`src/rtl/gf180mcu_osu_sc_12t_pipe_buf.sv`:
```
`default_nettype none
// ============================================================================
//  Module   : gf180mcu_osu_sc_12t_pipe_buf
//  Purpose  : WIDTH-bit, DEPTH-stage elastic pipelined buffer with a
//             valid/ready handshake. Acts as a retiming/repeater macro on long
//             multi-bit routes. Every accepted word leaves exactly once and in
//             order.
//
//  Parameters
//    WIDTH            data width in bits (>= 1)
//    DEPTH            number of register stages (1..16), no-stall latency
//    FULL_THROUGHPUT  1: a stage may accept while its word leaves in the same
//                        cycle (ready ripples backward combinationally)
//                     0: a stage accepts only when empty (half throughput,
//                        no Y_READY -> A_READY combinational path)
//
//  Ports
//    CLK      in   rising-edge clock
//    RST      in   synchronous active-high reset
//    A        in   input data               A_VALID  in   A holds a word
//    A_READY  out  buffer accepts A now
//    Y        out  output data (head stage) Y_VALID  out  Y holds a word
//    Y_READY  in   consumer accepts Y now
//    OCC      out  number of occupied stages
//
//  Revision : 1.0 - initial release
// ============================================================================
module gf180mcu_osu_sc_12t_pipe_buf #(
    parameter int WIDTH           = 8,
    parameter int DEPTH           = 2,
    parameter bit FULL_THROUGHPUT = 1'b1
) (
    input  logic                         CLK,
    input  logic                         RST,
    input  logic [WIDTH-1:0]             A,
    input  logic                         A_VALID,
    output logic                         A_READY,
    output logic [WIDTH-1:0]             Y,
    output logic                         Y_VALID,
    input  logic                         Y_READY,
    output logic [$clog2(DEPTH+1)-1:0]   OCC
);

    localparam int c_occ_w = $clog2(DEPTH+1);

    // Stage 0 is the input side, stage DEPTH-1 drives Y.
    logic [DEPTH-1:0]   r_valid;
    logic [WIDTH-1:0]   r_data [DEPTH];
    logic [c_occ_w-1:0] r_occ;

    logic [DEPTH-1:0]   w_adv;      // stage i hands its word downstream
    logic [DEPTH-1:0]   w_load;     // stage i captures a new word
    logic [WIDTH-1:0]   w_src [DEPTH];
    logic               w_a_ready;
    logic               w_in_xfer;
    logic               w_out_xfer;

    // ------------------------------------------------------------------------
    // Advance / ready generation
    // ------------------------------------------------------------------------
    generate
        if (FULL_THROUGHPUT) begin : g_full
            // Walk from the output stage toward the input. w_down_ok means
            // "the next stage downstream can take a word this cycle"; for the
            // head stage that is the consumer's ready. A stage frees up if it
            // is empty or its own word advances, so the ready ripples back.
            always_comb begin
                logic w_down_ok;
                w_adv     = '0;
                w_down_ok = Y_READY;
                for (int i = DEPTH-1; i >= 0; i--) begin
                    w_adv[i]  = r_valid[i] & w_down_ok;
                    w_down_ok = ~r_valid[i] | w_down_ok;
                end
                w_a_ready = w_down_ok;
            end
        end else begin : g_half
            // Each stage only looks at the registered valid of its successor,
            // so Y_READY reaches nothing but the head stage.
            // Bit k of w_dn_free: stage k is free to accept (k = DEPTH is the
            // consumer). Bit 0 doubles as A_READY.
            logic [DEPTH:0] w_dn_free;
            assign w_dn_free = {Y_READY, ~r_valid};
            assign w_adv     = r_valid & w_dn_free[DEPTH:1];
            assign w_a_ready = w_dn_free[0];
        end
    endgenerate

    assign w_in_xfer  = A_VALID & w_a_ready;
    assign w_out_xfer = r_valid[DEPTH-1] & Y_READY;

    // Load strobes and load sources: stage 0 takes A, stage i takes stage i-1.
    always_comb begin
        w_load    = '0;
        w_load[0] = w_in_xfer;
        w_src[0]  = A;
        for (int i = 1; i < DEPTH; i++) begin
            w_load[i] = w_adv[i-1];
            w_src[i]  = r_data[i-1];
        end
    end

    // ------------------------------------------------------------------------
    // Stage state
    // ------------------------------------------------------------------------
    // A stage stays valid if it reloads in the same cycle it advances.
    always_ff @(posedge CLK) begin
        if (RST) begin
            r_valid <= '0;
        end else begin
            for (int i = 0; i < DEPTH; i++) begin
                r_valid[i] <= w_load[i] | (r_valid[i] & ~w_adv[i]);
            end
        end
    end

    // Data registers carry no reset and only toggle on a load, so an empty
    // stage holds its old contents and burns no switching power.
    always_ff @(posedge CLK) begin
        for (int i = 0; i < DEPTH; i++) begin
            if (w_load[i]) begin
                r_data[i] <= w_src[i];
            end
        end
    end

    // Occupancy counter. The handshake itself keeps it within 0..DEPTH:
    // a full buffer only accepts alongside an output transfer, an empty one
    // never presents Y_VALID.
    always_ff @(posedge CLK) begin
        if (RST) begin
            r_occ <= '0;
        end else begin
            r_occ <= r_occ + c_occ_w'(w_in_xfer) - c_occ_w'(w_out_xfer);
        end
    end

    // ------------------------------------------------------------------------
    // Outputs
    // ------------------------------------------------------------------------
    assign A_READY = w_a_ready;
    assign Y       = r_data[DEPTH-1];
    assign Y_VALID = r_valid[DEPTH-1];
    assign OCC     = r_occ;

endmodule
`default_nettype wire
```
`config.mk`:
```
export PLATFORM = sky130hd
export DESIGN_NAME = gf180mcu_osu_sc_12t_pipe_buf
export DESIGN_NICKNAME = d
export VERILOG_FILES = /design/src/rtl/gf180mcu_osu_sc_12t_pipe_buf.sv
export SDC_FILE = /design/constraint.sdc
export NUM_CORES = 1
export LEC_CHECK = 0
export ABC_AREA = 0
export ABC_CLOCK_PERIOD_IN_PS = 1850
export CORE_MARGIN = 3
export CORE_UTILIZATION = 46
export CTS_BUF_LIST = sky130_fd_sc_hd__clkbuf_16
export CTS_CLUSTER_DIAMETER = 100
export DETAILED_ROUTE_END_ITERATION = 16
export PLACE_DENSITY = 0.8
export SYNTH_ARGS = -nofsm -noshare
export SYNTH_HDL_FRONTEND = slang
export SYNTH_SLANG_ARGS = --single-unit
```
`constraint.sdc`:
```
create_clock -name CLK -period 1.85 [get_ports CLK]
set_input_delay 0.2775 -clock CLK [delete_from_list [all_inputs] [get_ports CLK]]
set_output_delay 0.2775 -clock CLK [all_outputs]
set_load 0.02 [all_outputs]
```
==> Word level (Yosys, flattened, before mapping) <==
Memories as Yosys holds them, arrays and structs flattened.
Cells that the tools add are included.
{ "word_totals": {"ff_bits": 4, "mem_bits_rw": 16, "output_inout_bits": 12, "word_cells": 22, "n_memories": 1} }
{ "op_classes": {"n_addsub": 2, "mux": 4, "bitwise": 13} }
{ "memory_table": {"columns": ["name", "words", "word_bits", "read_ports", "rd_ports_with_merged_regs", "wr", "line_no", "source"], "rows": [
  ["r_data", 2, 8, 2, 0, 2, "48", "logic [WIDTH-1:0] r_data [DEPTH];"]
]} }
{ "ops": {"columns": ["cell", "count"], "rows": [
  ["bitwise AND 1 bit", 5],
  ["two-way mux 1 bit", 4],
  ["inverter 1 bit", 4],
  ["bitwise OR 1 bit", 4],
  ["adder 2 x 1 -> 2 bit", 1],
  ["subtractor 2 x 1 -> 2 bit", 1]
]} }

==> Depth between registers and ports, before layout <==
Gate-level depths: netlist of the first run.
{ "depth": {"word_depth": 6, "depth_mapped": 7} }

==> Worst setup path after synthesis of the first run <==
No wires, ideal clock.
{ "synth_timing": {"path_type": "reg2reg", "start": "register r_valid[1]", "end": "register r_occ[1], in the netlist OCC[1]", "arrival_ns": 1.553, "t_required_ns": 1.786, "setup_slack_ns": 0.232, "path_stages_with_launch": 8, "n_path_buf": 0, "period_less_slack_ns": 1.618, "path_cell_list": "dfxtp_1 nand3b_1 nand2_1 ha_1 inv_1 ha_1 xnor3_1 nor2_1"} }
{ "synth_between": {"elab_chain_len": 6} }
{ "synth_rtl": {"columns": ["element", "line_no", "source"], "rows": [
  ["start, declared", "47", "logic [DEPTH-1:0] r_valid;"],
  ["start signal, assigned by index", "112", "r_valid[i] <= w_load[i] | (r_valid[i] & ~w_adv[i]);"],
  ["inverter 1 bit", "73", "w_down_ok = ~r_valid[i] | w_down_ok;"],
  ["bitwise OR 1 bit (2 in series)", "73", null],
  ["via A_READY", "37", "output logic A_READY,"],
  ["bitwise AND 1 bit", "89", "assign w_in_xfer = A_VALID & w_a_ready;"],
  ["adder 2 x 1 -> 2 bit", "134", "r_occ <= r_occ + c_occ_w'(w_in_xfer) - c_occ_w'(w_out_xfer);"],
  ["subtractor 2 x 1 -> 2 bit", "134", null],
  ["end signal, assigned", "134", null],
  ["end, declared", "49", "logic [c_occ_w-1:0] r_occ;"]
]} }
The timed path passes the listed nets, and every way through them passes these cells.
A chain may end at the register's enable or synchronous reset.

==> Worst setup path in the final report of the first run <==
{ "layout_timing": {"start": "input Y_READY", "end": "register r_occ[1], in the netlist OCC[1]"} }
{ "layout_between": {"elab_chain_len": 5} }
{ "layout_rtl": {"columns": ["element", "line_no", "source"], "rows": [
  ["start, declared", "40", "input logic Y_READY,"],
  ["bitwise OR 1 bit (2 in series)", "73", null],
  ["bitwise AND 1 bit", "89", null],
  ["adder 2 x 1 -> 2 bit", "134", null],
  ["subtractor 2 x 1 -> 2 bit (*)", "134", null]
]} }
Mark *: on every way between the ends. The rest lies on a longest branch, timed or not.

==> results of run 1 <==
[worst max path at each step]
stage,from,endpoint,slack (ps),depth (start not counted)
2_1_floorplan,r_valid[1],OCC[1],230,7
3_3_place_gp,Y_READY,A_READY,60,3
3_5_place_dp,Y_READY,OCC[1],-3,8
4_1_cts,Y_READY,A_READY,10,3
5_1_grt,Y_READY,OCC[1],190,8
6_report,Y_READY,OCC[1],270,8
[sequential cells by signal, summed over array words and instances (netlist names)]
| register | count |
|---|---|
| OCC | 2 |
| r_data | 16 |
| r_valid | 2 |
[timing repair]
item | in CTS | in global routing
endpoints found under the hold margin | 0 | 0
setup endpoints to repair | 0 | 1
gates resized for setup | 0 | 1
[stage by stage]
stage | setup TNS [ps] | power [W] | instance area, um2 | hold slack [ps]
3_3_place_gp | 0 | 0.000639 | 925 | 401
3_5_place_dp | -2.53 | 0.000643 | 925 | 407
6_report | 0 | 0.00106 | 1010 | 422
4_1_cts | 0 | 0.00107 | 1000 | 424
2_1_floorplan | 0 | 0.000592 | 736 | 347
5_1_grt | 0 | 0.00110 | 1010 | 428
[final cells by class]
class	count	area, um2	area share (%)
inverters	3	11.3	1.12
well taps	15	18.8	1.87
multi-input cells	13	104	10.3
repair buffers	23	233	23.1
clock buffers	3	75.1	7.46
flip-flops and latches	20	561	55.7
clock inverters	1	3.75	0.373
[worst max-delay path, cell delays in order]
cell	delay, ps
clkdlybuf4s50_1	470
nand3b_1	170
nand2_1	80
ha_1	290
inv_1	60
ha_1	140
xnor3_1	200
nor2_1	80
[kinds of logic after synthesis]
logic type / share of synthesized area (%)
DFF: 76.2
buffers and inverters: 9.69
and+or+nand+nor: 6.29
AOI/OAI and AO/OA: 1.36
adders and majority gates: 3.40
xor gates and xnor gates: 3.06
[power groups by stage]
| stage | logic [W] | clock network [W] | registers [W] |
|---|---|---|---|
| CTS | 0.000107 | 0.000437 | 0.000528 |
| floorplan | 0.0000484 | 0 | 0.000544 |
| global placement | 0.000104 | 0 | 0.000535 |
| detailed placement | 0.000106 | 0 | 0.000537 |
| global route | 0.000114 | 0.000452 | 0.000530 |
| finish | 0.000106 | 0.000423 | 0.000528 |
[per-layer routing]
metal | track usage [%] | share of wire (%) | vias up
li1 | - | - | 182
met1 | 9.46 | 41 | 157
met2 | 20.1 | 50 | 18
met3 | 4.35 | 8.4 | 0
met4 | 5.11 | 0 | 0
met5 | 0 | 0 | -
[cell usage after synthesis (all sizes together), types with 2 or more instances]
cell type	n	share of area (%)
ha	2	3.4
inv	3	1.5
dfxtp	4	11
a21oi	2	1.4
buf	8	8.2
edfxtp	16	65
and2	3	2.6
==> impl_metrics.csv, run 1 <==
group,metric,value,unit
worst_setup_path,start_kind,"input pin",
sta,max_freq,632,MHz
global_routing,grt_pass1_vias,387,
run,cap_viol_max_count,0,
sta,fin_crit_sh,85.5,%
cells_and_area,antenna_cells,0,
sta,slew-limit-headroom,75.6,%
place,dp_slack,-2.53,ps
sta,setup_viol,0,
power_and_ir_drop,powerDensity,1050,mW/mm2
sta,hold_viol_final,0,
synthesis,synth_cell_types,13,
cells_and_area,layout-drive-gt1-share,4.76,%
worst_setup_path,critPathMaxFanout,4,
clock_tree,cts_made_buffers,3,
die,core,0.00140,mm2
clock_tree,clock_path_buffers,2,
global_routing,antenna_found_initial,0,
min_path,min-delay-start,"r_data[0][7]",
sta,worstMarginPinSlew,366,ps
clock_tree,clock-sinks,20,
global_routing,grt-ovfl-total,0,
global_routing,grt_max_degree,12,
sta,fin_skew,2.89,ps
clock_tree,htree_levels,1,
power_and_ir_drop,pwr-share-seq,49.9,%
synthesis,netlist_area,736,um2
synthesis,yosysSeqAreaShare,76.2,%
place,hpwl,723,um
die,initial_core_util,52.6,%
min_path,min_path_type,"flop to flop",
synthesis,synth_warnings,0,
min_path,holdPathStages,0,
worst_setup_path,worst_ep_arrival_time,1770,ps
routing,first_pass_iters,3,
clock_tree,ctsHoldBuffers,0,
cells_and_area,stdcell_count,78,
routing,vias_per_cell,4.58,
cells_and_area,synthToLayoutAreaGrowth,36.7,%
sta,worst_slack,268,ps
worst_setup_path,rr_startpoint,"r_valid[1]",
cells_and_area,fillers,102,
sta,drv_slew,0,
synthesis,synth-seq-cells,20,
die,io_pins,24,
outcome,status,"completed",
sta,min_period,1580,ps
synthesis,synth_edf_count,16,
cells_and_area,final_cell_mix,"22 x clkdlybuf4s50_1, 16 x edfxtp_1, 4 x dfxtp_1",
clock_tree,clk_pin_slew,50,ps
global_routing,gr-usage-all-layers,10.7,%
place,dp_cells,74,
cells_and_area,layout_commonest_cell,"clkdlybuf4s50_1",
die,die_w,46.0,um
synthesis,synth_nets,58,
synthesis,synthArstFlopShare,0,%
routing,first_iter_violations,6,
synthesis,synth_cells,44,
place,portBuffers,23,
global_routing,grt_pass1_wl,1480,um
worst_setup_path,r2r-end,"OCC[1]",
worst_setup_path,end_kind,"flop",
power_and_ir_drop,p_int,0.000865,W
worst_setup_path,reg2reg_depth,7,
place,gp_congestion,0.640,
clock_tree,cts_setup_buffers,0,
routing,drt-total-wl,995,um
routing,drc,0,
power_and_ir_drop,p_clk_share,40.1,%
cells_and_area,finalNetCount,78,
clock_tree,cts_root_buf,"clkbuf_16",
routing,wl_per_cell,12.8,um
worst_setup_path,crit_type,"input pin to flop",
synthesis,avgSynthCellArea,16.7,um2
sta,rsz0062_at_grt,"no",
power_and_ir_drop,comb_power_share,10.0,%
routing,num_vias,357,
clock_tree,clk-insertion-delay-late,240,ps
power_and_ir_drop,swShare,18.1,%
cells_and_area,finish.utilization,71.9,%
power_and_ir_drop,vdd_ir_drop_max,566,uV
min_path,whs_endpoint,"r_data[0][15]",
die,row_count,13,
synthesis,ys_dominant_reg_cell,"edfxtp_1",
worst_setup_path,reg2reg_setup_slack,470,ps
routing,drtAntennaViolNets,0,
die,die-area,0.00212,mm2
power_and_ir_drop,leakage,0.377,nW
worst_setup_path,required,2030,ps
power_and_ir_drop,switchingPower,0.000191,W
die,die_h,46.0,um
clock_tree,tritoncts,"done",
Note: power is estimated with default switching activity, not from simulation.
==> run 2, diff against run 1 <==
Settings changed: HOLD_SLACK_MARGIN set to 0.05.
==> results of run 2 <==
No change in the layout: final DEF, timing and power equal those of run 1.
